File: config.mk
export PLATFORM = sky130hd
export DESIGN_NAME = demux_onehot_reg
export DESIGN_NICKNAME = d
export VERILOG_FILES = /design/src/rtl/alu_mux_pkg.sv /design/src/rtl/onehot_decoder.sv /design/src/rtl/demux_onehot_reg.sv
export SDC_FILE = /design/constraint.sdc
export NUM_CORES = 1
export LEC_CHECK = 0
export ABC_CLOCK_PERIOD_IN_PS = 24800
export CAP_MARGIN = 40
export CORE_AREA = 2 2 233 235
export CTS_CLUSTER_DIAMETER = 80
export DETAILED_ROUTE_END_ITERATION = 6
export DIE_AREA = 0 0 235 237
export PLACE_DENSITY = 0.68
export SLEW_MARGIN = 15
export SYNTH_ARGS = -nofsm -noshare
export SYNTH_HDL_FRONTEND = slang
export SYNTH_SLANG_ARGS = --single-unit
File: constraint.sdc
create_clock -name clk -period 24.8 [get_ports clk]
set_input_delay 3.72 -clock clk [delete_from_list [all_inputs] [get_ports clk]]
set_output_delay 3.72 -clock clk [all_outputs]
set_load 0.03 [all_outputs]
File: src/rtl/alu_mux_pkg.sv
// Shared constants, channel state type and helper functions for the ALU
// one-hot mux/demux datapath.
package alu_mux_pkg;

   localparam int unsigned BUS_SIZE = 32;
   localparam int unsigned NUM_CH   = 16;
   localparam int unsigned SEL_W    = 4;

   typedef enum logic {
      ChEmpty,
      ChFull
   } ch_state_e;

   // Out-of-range selects decode to all zeros.
   function automatic logic [NUM_CH-1:0] to_onehot(input logic [SEL_W-1:0] sel);
      logic [NUM_CH-1:0] oh;
      oh = '0;
      for (int k = 0; k < int'(NUM_CH); k++) begin
         oh[k] = (sel == SEL_W'(k));
      end
      return oh;
   endfunction

   function automatic logic [SEL_W:0] popcount(input logic [NUM_CH-1:0] v);
      logic [SEL_W:0] cnt;
      cnt = '0;
      for (int k = 0; k < int'(NUM_CH); k++) begin
         cnt = cnt + (SEL_W+1)'(v[k]);
      end
      return cnt;
   endfunction

endpackage

File: src/rtl/onehot_decoder.sv
// Binary channel index to one-hot select; indices >= NUM_CH decode to zero
// and clear in_range_o.
module onehot_decoder #(
   parameter int unsigned NUM_CH = 16,
   parameter int unsigned SEL_W  = 4
) (
   input  logic [SEL_W-1:0]  sel_i,
   output logic [NUM_CH-1:0] onehot_o,
   output logic              in_range_o
);

   always_comb begin
      onehot_o = '0;
      for (int k = 0; k < int'(NUM_CH); k++) begin
         onehot_o[k] = (sel_i == SEL_W'(k));
      end
   end

   assign in_range_o = |onehot_o;

endmodule

File: src/rtl/demux_onehot_reg.sv
// Registered 1-to-N demultiplexer: routes one word into a per-channel holding
// register that is held until acknowledged by the downstream consumer.
module demux_onehot_reg
   import alu_mux_pkg::*;
#(
   parameter int unsigned bus_size = BUS_SIZE,
   parameter int unsigned NUM_CH   = alu_mux_pkg::NUM_CH,
   parameter int unsigned SEL_W    = alu_mux_pkg::SEL_W
) (
   input  logic                       clk,
   input  logic                       rst,
   input  logic                       in_valid,
   output logic                       in_ready,
   input  logic [SEL_W-1:0]           in_sel,
   input  logic [bus_size-1:0]        in_data,
   output logic [NUM_CH*bus_size-1:0] out_data,
   output logic [NUM_CH-1:0]          out_valid,
   input  logic [NUM_CH-1:0]          out_ack,
   output logic [NUM_CH-1:0]          last_sel,
   output logic [SEL_W:0]             occupancy,
   output logic                       sel_err
);

   localparam int unsigned MaxCh = alu_mux_pkg::NUM_CH;

   logic [NUM_CH-1:0]               onehot;
   logic                            in_range;
   logic                            accept;
   logic [NUM_CH-1:0]               wr_en;

   ch_state_e                       state_q [NUM_CH];
   ch_state_e                       state_d [NUM_CH];
   logic [NUM_CH-1:0]               valid_d;
   logic [MaxCh-1:0]                valid_ext;
   logic [NUM_CH-1:0][bus_size-1:0] data_q, data_d;
   logic [NUM_CH-1:0]               last_sel_q, last_sel_d;
   logic [SEL_W:0]                  occ_q, occ_d;
   logic                            sel_err_q, sel_err_d;

   onehot_decoder #(
      .NUM_CH (NUM_CH),
      .SEL_W  (SEL_W)
   ) u_decoder (
      .sel_i      (in_sel),
      .onehot_o   (onehot),
      .in_range_o (in_range)
   );

   // Blocked only when the addressed channel is full and not being drained;
   // out-of-range selects decode to zero and are always ready.
   assign in_ready = ~|(onehot & out_valid & ~out_ack);
   assign accept   = in_valid & in_ready;
   assign wr_en    = accept ? onehot : '0;

   always_comb begin
      for (int k = 0; k < int'(NUM_CH); k++) begin
         out_valid[k] = (state_q[k] == ChFull);
      end
   end

   always_comb begin
      for (int k = 0; k < int'(NUM_CH); k++) begin
         state_d[k] = state_q[k];
         data_d[k]  = data_q[k];
         unique case (state_q[k])
            ChEmpty: if (wr_en[k]) state_d[k] = ChFull;
            ChFull:  if (out_ack[k] && !wr_en[k]) state_d[k] = ChEmpty;
         endcase
         if (wr_en[k]) data_d[k] = in_data;
         valid_d[k] = (state_d[k] == ChFull);
      end

      valid_ext               = '0;
      valid_ext[NUM_CH-1:0]   = valid_d;
      occ_d                   = (SEL_W+1)'(popcount(valid_ext));

      last_sel_d = (accept && in_range) ? onehot : last_sel_q;
      sel_err_d  = accept && !in_range;
   end

   always_ff @(posedge clk or posedge rst) begin
      if (rst) begin
         for (int k = 0; k < int'(NUM_CH); k++) begin
            state_q[k] <= ChEmpty;
         end
         data_q     <= '0;
         last_sel_q <= '0;
         occ_q      <= '0;
         sel_err_q  <= 1'b0;
      end else begin
         state_q    <= state_d;
         data_q     <= data_d;
         last_sel_q <= last_sel_d;
         occ_q      <= occ_d;
         sel_err_q  <= sel_err_d;
      end
   end

   assign out_data  = data_q;
   assign last_sel  = last_sel_q;
   assign occupancy = occ_q;
   assign sel_err   = sel_err_q;

endmodule

==> flow_metrics.py, run 1 <==
metrics = {
    "run_status": {
        "outcome": "finished, final reports clean",
    },
    "clocking": {
        "post_cts_resized": 0,
        "cts_setup_buffers": 0,
        "clkSlewWorstSetupHoldPaths_ns": 0.06,
        "htree_levels": 2,
        "cts_tree": "done",
        "clock_path_buffers": 3,
        "clock_latency_ns": 0.60,
        "ctsRootBufferMaster": "clkbuf_16",
        "cts_hold_buf": 0,
        "cts_buffers": 57,
        "numClockSinks": 550,
    },
    "pwr": {
        "swShare_pct": 34.5,
        "comb_power_share_pct": 35.5,
        "power_density_nw_per_um2": 106,
        "leakagePower_nw": 13.1,
        "switchingPower_mw": 1.10,
        "max-vdd-ir-drop_mv": 0.0638,
        "p_int_mw": 2.09,
        "clkPwrFrac_pct": 26.8,
        "p_seq_share_pct": 37.7,
    },
    "placement": {
        "place_congestion": 0.813,
        "placed_cells": 2544,
        "post-place-ws_ns": 14.92,
        "port_buffers": 605,
        "place_hpwl_um": 46600,
    },
    "global_routing": {
        "grt_pass1_vias": 14400,
        "grt_remaining_overflow": 0,
        "grt_use_total_pct": 24.0,
        "grt_pass1_wl_um": 99800,
        "grt_max_degree": 147,
        "antenna_found_initial": 6,
    },
    "synth": {
        "yosys_most_used_dff": "dfrtp_1",
        "netlist_area_sq_um": 21200,
        "syn_inst": 1301,
        "synth_seq_area_share_pct": 65.0,
        "synth_seq_cells": 550,
        "syn_nets": 1371,
        "synth.distinct_cells": 47,
        "async_flop_share_pct": 100,
        "synth_area_per_cell_sq_um": 16.3,
        "synth-edff-count": 0,
        "ys_warn_count": 0,
    },
    "worst_hold_path": {
        "worst_hold_startpoint": "last_sel[11]",
        "hold_path_class": "flop to flop",
        "whs_path_depth": 1,
    },
    "drt": {
        "drc": 0,
        "detail-route-antenna-nets": 0,
        "viasPerCell": 5.13,
        "wl_per_cell_um": 25.5,
        "drtPass1Iterations": 5,
        "vias": 13600,
        "wl_um": 67600,
        "drt_iter0_markers": 638,
    },
    "finish": {
        "syn2layout_area_growth_pct": 42.0,
        "drive_gt1_share_pct": 34.0,
        "layoutNonFillerInstCount": 2657,
        "utilization_pct": 56.5,
        "final_nets": 1979,
    },
    "setup_path": {
        "crit_path_top_delay_cell": "clkdlybuf4s50_1",
        "r2r_start": "out_valid[14]",
        "cp.buffers_inverters": 2,
        "crit_path_start_kind": "primary input",
        "path_cells": "clkdlybuf4s50_1, nor2b_1, a31oi_1, o32a_1, nand3_1, nor2_1, clkdlybuf4s50_1",
        "crit_type": "primary input to output port",
        "worstRegToRegCells": 15,
        "startpoint": "in_sel[0]",
        "crit_required_ns": 21.08,
        "cp-end-kind": "output port",
        "cp_max_fo": 10,
        "critPathTopFamily": "buffers and inverters",
        "critPathMostFrequentCell": "clkdlybuf4s50_1",
        "cpPeakStageDelay_ns": 0.74,
        "arrival_ns": 6.16,
        "cp_num_cells": 7,
    },
    "timing": {
        "tightestPinTransition_ns": 0.919,
        "max_freq_ghz": 0.101,
        "fin_crit_sh_pct": 39.8,
        "fin_crit_ns": 9.88,
        "worst_slack_ns": 14.92,
        "hold_viol": 0,
        "finalMaxSlewViolations": 0,
        "setup_viol": 0,
        "relSlewSlack_pct": 38.5,
        "grt_setup_unrepaired": "false",
        "clock_skew_ns": 0.0158,
        "fin_setup_tns_ns": 0,
    },
    "floorplanning": {
        "coreArea_sq_um": 53300,
        "start_util_pct": 39.8,
        "num_rows": 85,
        "die_y_um": 237,
        "pin_count": 606,
        "dieArea_sq_um": 55700,
        "fp.dieW_um": 235,
    },
    "flow_run": {
        "cap_viol_max_count": 0,
    },
}
-- power groups by stage --
stage / clock network, mW / logic, mW / registers, mW
detailed placement: 0 / 1.14 / 1.22
global placement: 0 / 1.13 / 1.21
CTS: 0.878 / 1.14 / 1.20
floorplan: 0 / 0.209 / 1.61
global route: 0.917 / 1.17 / 1.23
finish: 0.857 / 1.13 / 1.20
-- cell families after synthesis --
logic type / synth area share [%]
buffers and inverters: 2.56
AO/OA/AOI/OAI: 1.44
multiplexers: 27.7
AND/OR/NAND/NOR: 2.01
adder cells (fa/ha/maj): 1.24
XOR/XNOR: 0.0827
other: 0.0177
flip-flops: 65.0
-- cells in the final DEF, fill, tap and decap left out, drive strengths merged, types with 2 or more instances in the layout --
cell type      instances
nand3                  4
nor3b                  3
ha                     5
or2                    7
a21o                  23
mux2                 512
and2                   2
a21oi                  5
clkdlybuf4s50        605
clkbuf                90
clkinvlp               3
bufinv                 2
a2bb2oi                2
and3                   4
inv                   20
a32oi                  2
fa                    10
nand4                  2
nand2                  8
clkinv                12
dfrtp                550
diode                  3
nor2                  18
nor2b                 12
nand2b                 6
buf                   35
-- path summary, 6_finish.rpt --
kind,endpoint,slack (ns)
max,in_ready,14.92
min in group asynchronous,out_data[85],3.47
max reg2reg,occupancy[4],19.90
max in group asynchronous,out_data[268],19.51
min,last_sel[11],0.48
min reg2reg,last_sel[11],0.48
-- cell type report --
cell class | instances | area [sq um]
Clock inverter | 18 | 159
Inverter | 19 | 78.8
Sequential cell | 550 | 13800
Clock buffer | 90 | 1750
Tap cell | 696 | 871
Fill cell | 4217 | 23200
Antenna cell | 3 | 7.51
Multi-Input combinational cell | 641 | 6950
Timing Repair Buffer | 640 | 6500
-- registers in the layout, summed over array words and instances, names as in the netlist --
name and count:
out_data 512, last_sel 16, sel_err 1, occupancy 5
out_valid 16
-- worst register-to-register path, delay by kind of cell (launching register included) --
family | cells | cell delay (ns)
flops | 1 | 0.41
fa+ha+maj | 6 | 2.66
buf+inv | 2 | 0.30
compound gates | 3 | 0.69
simple gates | 4 | 0.73
-- layer usage --
layer	vias to the layer above	share of wire, %	global-route usage [%]
met1	7225	40	29.7
met4	4	3.0	7.33
met3	118	8.0	7.83
li1	5764	-	-
met2	518	49	40.0
met5	-	0.031	0
-- cell usage after synthesis, drive strengths merged (6+ instances only) --
cell | count | area, sq um
nor2b | 12 | 75.1
nand2b | 6 | 45.0
nor2 | 18 | 67.6
a21o | 23 | 173
inv | 19 | 71.3
fa | 10 | 200
buf | 88 | 459
dfrtp | 550 | 13800
or2 | 7 | 43.8
mux2 | 512 | 5870
nand2 | 8 | 30.0
-- stage by stage --
step	hold WS (ns)	power (mW)	instance area, sq um
floorplan	0.670	1.82	21200
global placement	0.461	2.33	27900
detailed placement	0.467	2.35	28100
CTS	0.481	3.22	30000
global route	0.491	3.32	30100
finish	0.476	3.19	30100
No activity file was read; power rests on OpenSTA's default activity.
==> inputs of run 2 (changes only) <==
--- a/config.mk
+++ b/config.mk
@@ -5,7 +5,7 @@
 export SDC_FILE = /design/constraint.sdc
 export NUM_CORES = 1
 export LEC_CHECK = 0
-export ABC_CLOCK_PERIOD_IN_PS = 24800
+export ABC_CLOCK_PERIOD_IN_PS = 10100
 export CAP_MARGIN = 40
 export CORE_AREA = 2 2 233 235
 export CTS_CLUSTER_DIAMETER = 80
==> constraint.sdc (replaced) <==
create_clock -name clk -period 10.1 [get_ports clk]
set_input_delay 1.515 -clock clk [delete_from_list [all_inputs] [get_ports clk]]
set_output_delay 1.515 -clock clk [all_outputs]
set_load 0.03 [all_outputs]
==> flow_metrics.py, run 2 (synthesis gave the netlist of run 1 again) <==
metrics = {
    "timing": {
        "hold_viol": 0,
        "finalMaxSlewViolations": 0,
        "clock_skew_ns": 0.0178,
        "fin_crit_sh_pct": 61.5,
        "grt_setup_unrepaired": "false",
        "setup_viol": 0,
        "fin_setup_tns_ns": 0,
        "relSlewSlack_pct": 32.6,
        "max_freq_ghz": 0.161,
        "tightestPinTransition_ns": 1.01,
        "fin_crit_ns": 6.21,
    },
    "global_routing": {
        "grt_use_total_pct": 24.2,
        "grt_remaining_overflow": 0,
        "grt_pass1_vias": 14500,
        "grt_pass1_wl_um": 100000,
        "antenna_found_initial": 3,
        "grt_max_degree": 175,
    },
    "pwr": {
        "p_int_mw": 5.17,
        "swShare_pct": 34.4,
        "switchingPower_mw": 2.71,
        "p_total_mw": 7.88,
        "p_seq_share_pct": 37.5,
        "comb_power_share_pct": 35.4,
        "power_density_nw_per_um2": 262,
        "clkPwrFrac_pct": 27.1,
        "max-vdd-ir-drop_mv": 0.160,
        "leakagePower_nw": 13.1,
    },
    "placement": {
        "place_congestion": 0.822,
        "port_buffers": 605,
        "place_hpwl_um": 46600,
    },
    "floorplanning": {
        "die_y_um": 237,
        "start_util_pct": 39.8,
        "num_rows": 85,
        "dieArea_sq_um": 55700,
        "coreArea_sq_um": 53300,
        "fp.dieW_um": 235,
        "pin_count": 606,
    },
    "clocking": {
        "clock_path_buffers": 3,
        "htree_levels": 2,
        "cts_setup_buffers": 0,
        "clkSlewWorstSetupHoldPaths_ns": 0.06,
        "post_cts_resized": 0,
        "ctsRootBufferMaster": "clkbuf_16",
        "numClockSinks": 550,
        "cts_tree": "done",
        "clock_latency_ns": 0.61,
        "cts_hold_buf": 0,
        "cts_buffers": 57,
    },
    "setup_path": {
        "critPathMostFrequentCell": "fa_1",
        "cpPeakStageDelay_ns": 0.68,
        "cp_max_fo": 24,
        "crit_required_ns": 10.60,
        "cp.buffers_inverters": 4,
        "critPathTopFamily": "adder cells",
        "cp-end-kind": "flop",
        "crit_type": "primary input to flop",
        "crit_path_start_kind": "primary input",
        "path_cells": "clkdlybuf4s50_1, nor2b_1, a31oi_1, o32a_1, and3_2, buf_12, a21o_1, fa_1, inv_1, fa_1, fa_1, fa_1, inv_1, ha_1, fa_1, a21oi_1, nor2b_1",
        "crit_path_top_delay_cell": "clkdlybuf4s50_1",
        "arrival_ns": 6.71,
    },
    "drt": {
        "vias": 13500,
        "detail-route-antenna-nets": 0,
        "wl_um": 67800,
        "drtPass1Iterations": 4,
        "viasPerCell": 5.09,
        "wl_per_cell_um": 25.6,
        "drc": 0,
        "drt_iter0_markers": 683,
    },
    "flow_run": {
        "cap_viol_max_count": 0,
    },
    "finish": {
        "utilization_pct": 56.4,
        "final_cell_mix": "605 x clkdlybuf4s50_1, 550 x dfrtp_1, 483 x mux2_2",
        "drive_gt1_share_pct": 33.8,
        "final_nets": 1976,
        "layout_commonest_cell": "clkdlybuf4s50_1",
        "syn2layout_area_growth_pct": 41.9,
        "largest_reg_flops": 512,
    },
    "worst_hold_path": {
        "hold_path_class": "flop to flop",
    },
    "run_status": {
        "outcome": "finished, final reports clean",
    },
}
==> run 2: final timing paths <==
| kind | from | endpoint | slack, ns | cells after the start |
|---|---|---|---|---|
| min in group asynchronous | rst | out_data[151] | 1.52 | 3 |
| max in group asynchronous | rst | last_sel[12] | 7.11 | 4 |
| max | in_sel[0] | occupancy[4] | 3.89 | 17 |
| min reg2reg | last_sel[3] | last_sel[3] | 0.47 | 1 |
| max reg2reg | out_valid[7] | occupancy[4] | 5.14 | 14 |
| min | last_sel[3] | last_sel[3] | 0.47 | 1 |
==> run 2: layout make-up <==
class | count | area [sq um]
fill | 4281 | 23200
sequential | 550 | 13800
multi-input combinational | 641 | 6950
timing repair buffer | 637 | 6500
clock buffer | 83 | 1680
tap | 696 | 871
clock inverter | 19 | 230
inverter | 19 | 75.1
antenna | 1 | 2.50
==> run 2: metrics by stage <==
step / area, sq um / setup WS [ns] / cells / hold slack, ns
floorplan: 21200 / 1.10 / 1301 / 0.670
global placement: 27900 / 3.22 / 2528 / 0.460
detailed placement: 28100 / 3.14 / 2541 / 0.468
CTS: 30000 / 3.76 / 2643 / 0.478
global route: 30100 / 3.69 / 2645 / 0.498
finish: 30100 / 3.89 / 2646 / 0.474
==> run 2: power by group through the flow <==
stage / Sequential (mW) / Combinational, mW / Clock [mW]
5_1_grt: 3.02 / 2.88 / 2.27
6_report: 2.95 / 2.79 / 2.14
2_1_floorplan: 3.95 / 0.514 / 0
4_1_cts: 2.96 / 2.81 / 2.19
3_3_place_gp: 2.96 / 2.77 / 0
3_5_place_dp: 2.99 / 2.80 / 0
==> run 2: per-layer routing <==
layer	vias to the layer above	wire (um)	GRT usage [%]
met3	101	5780	8.20
met5	-	19	0
li1	5740	-	-
met1	7124	27300	30.0
met4	4	1980	7.31
met2	494	32800	40.2
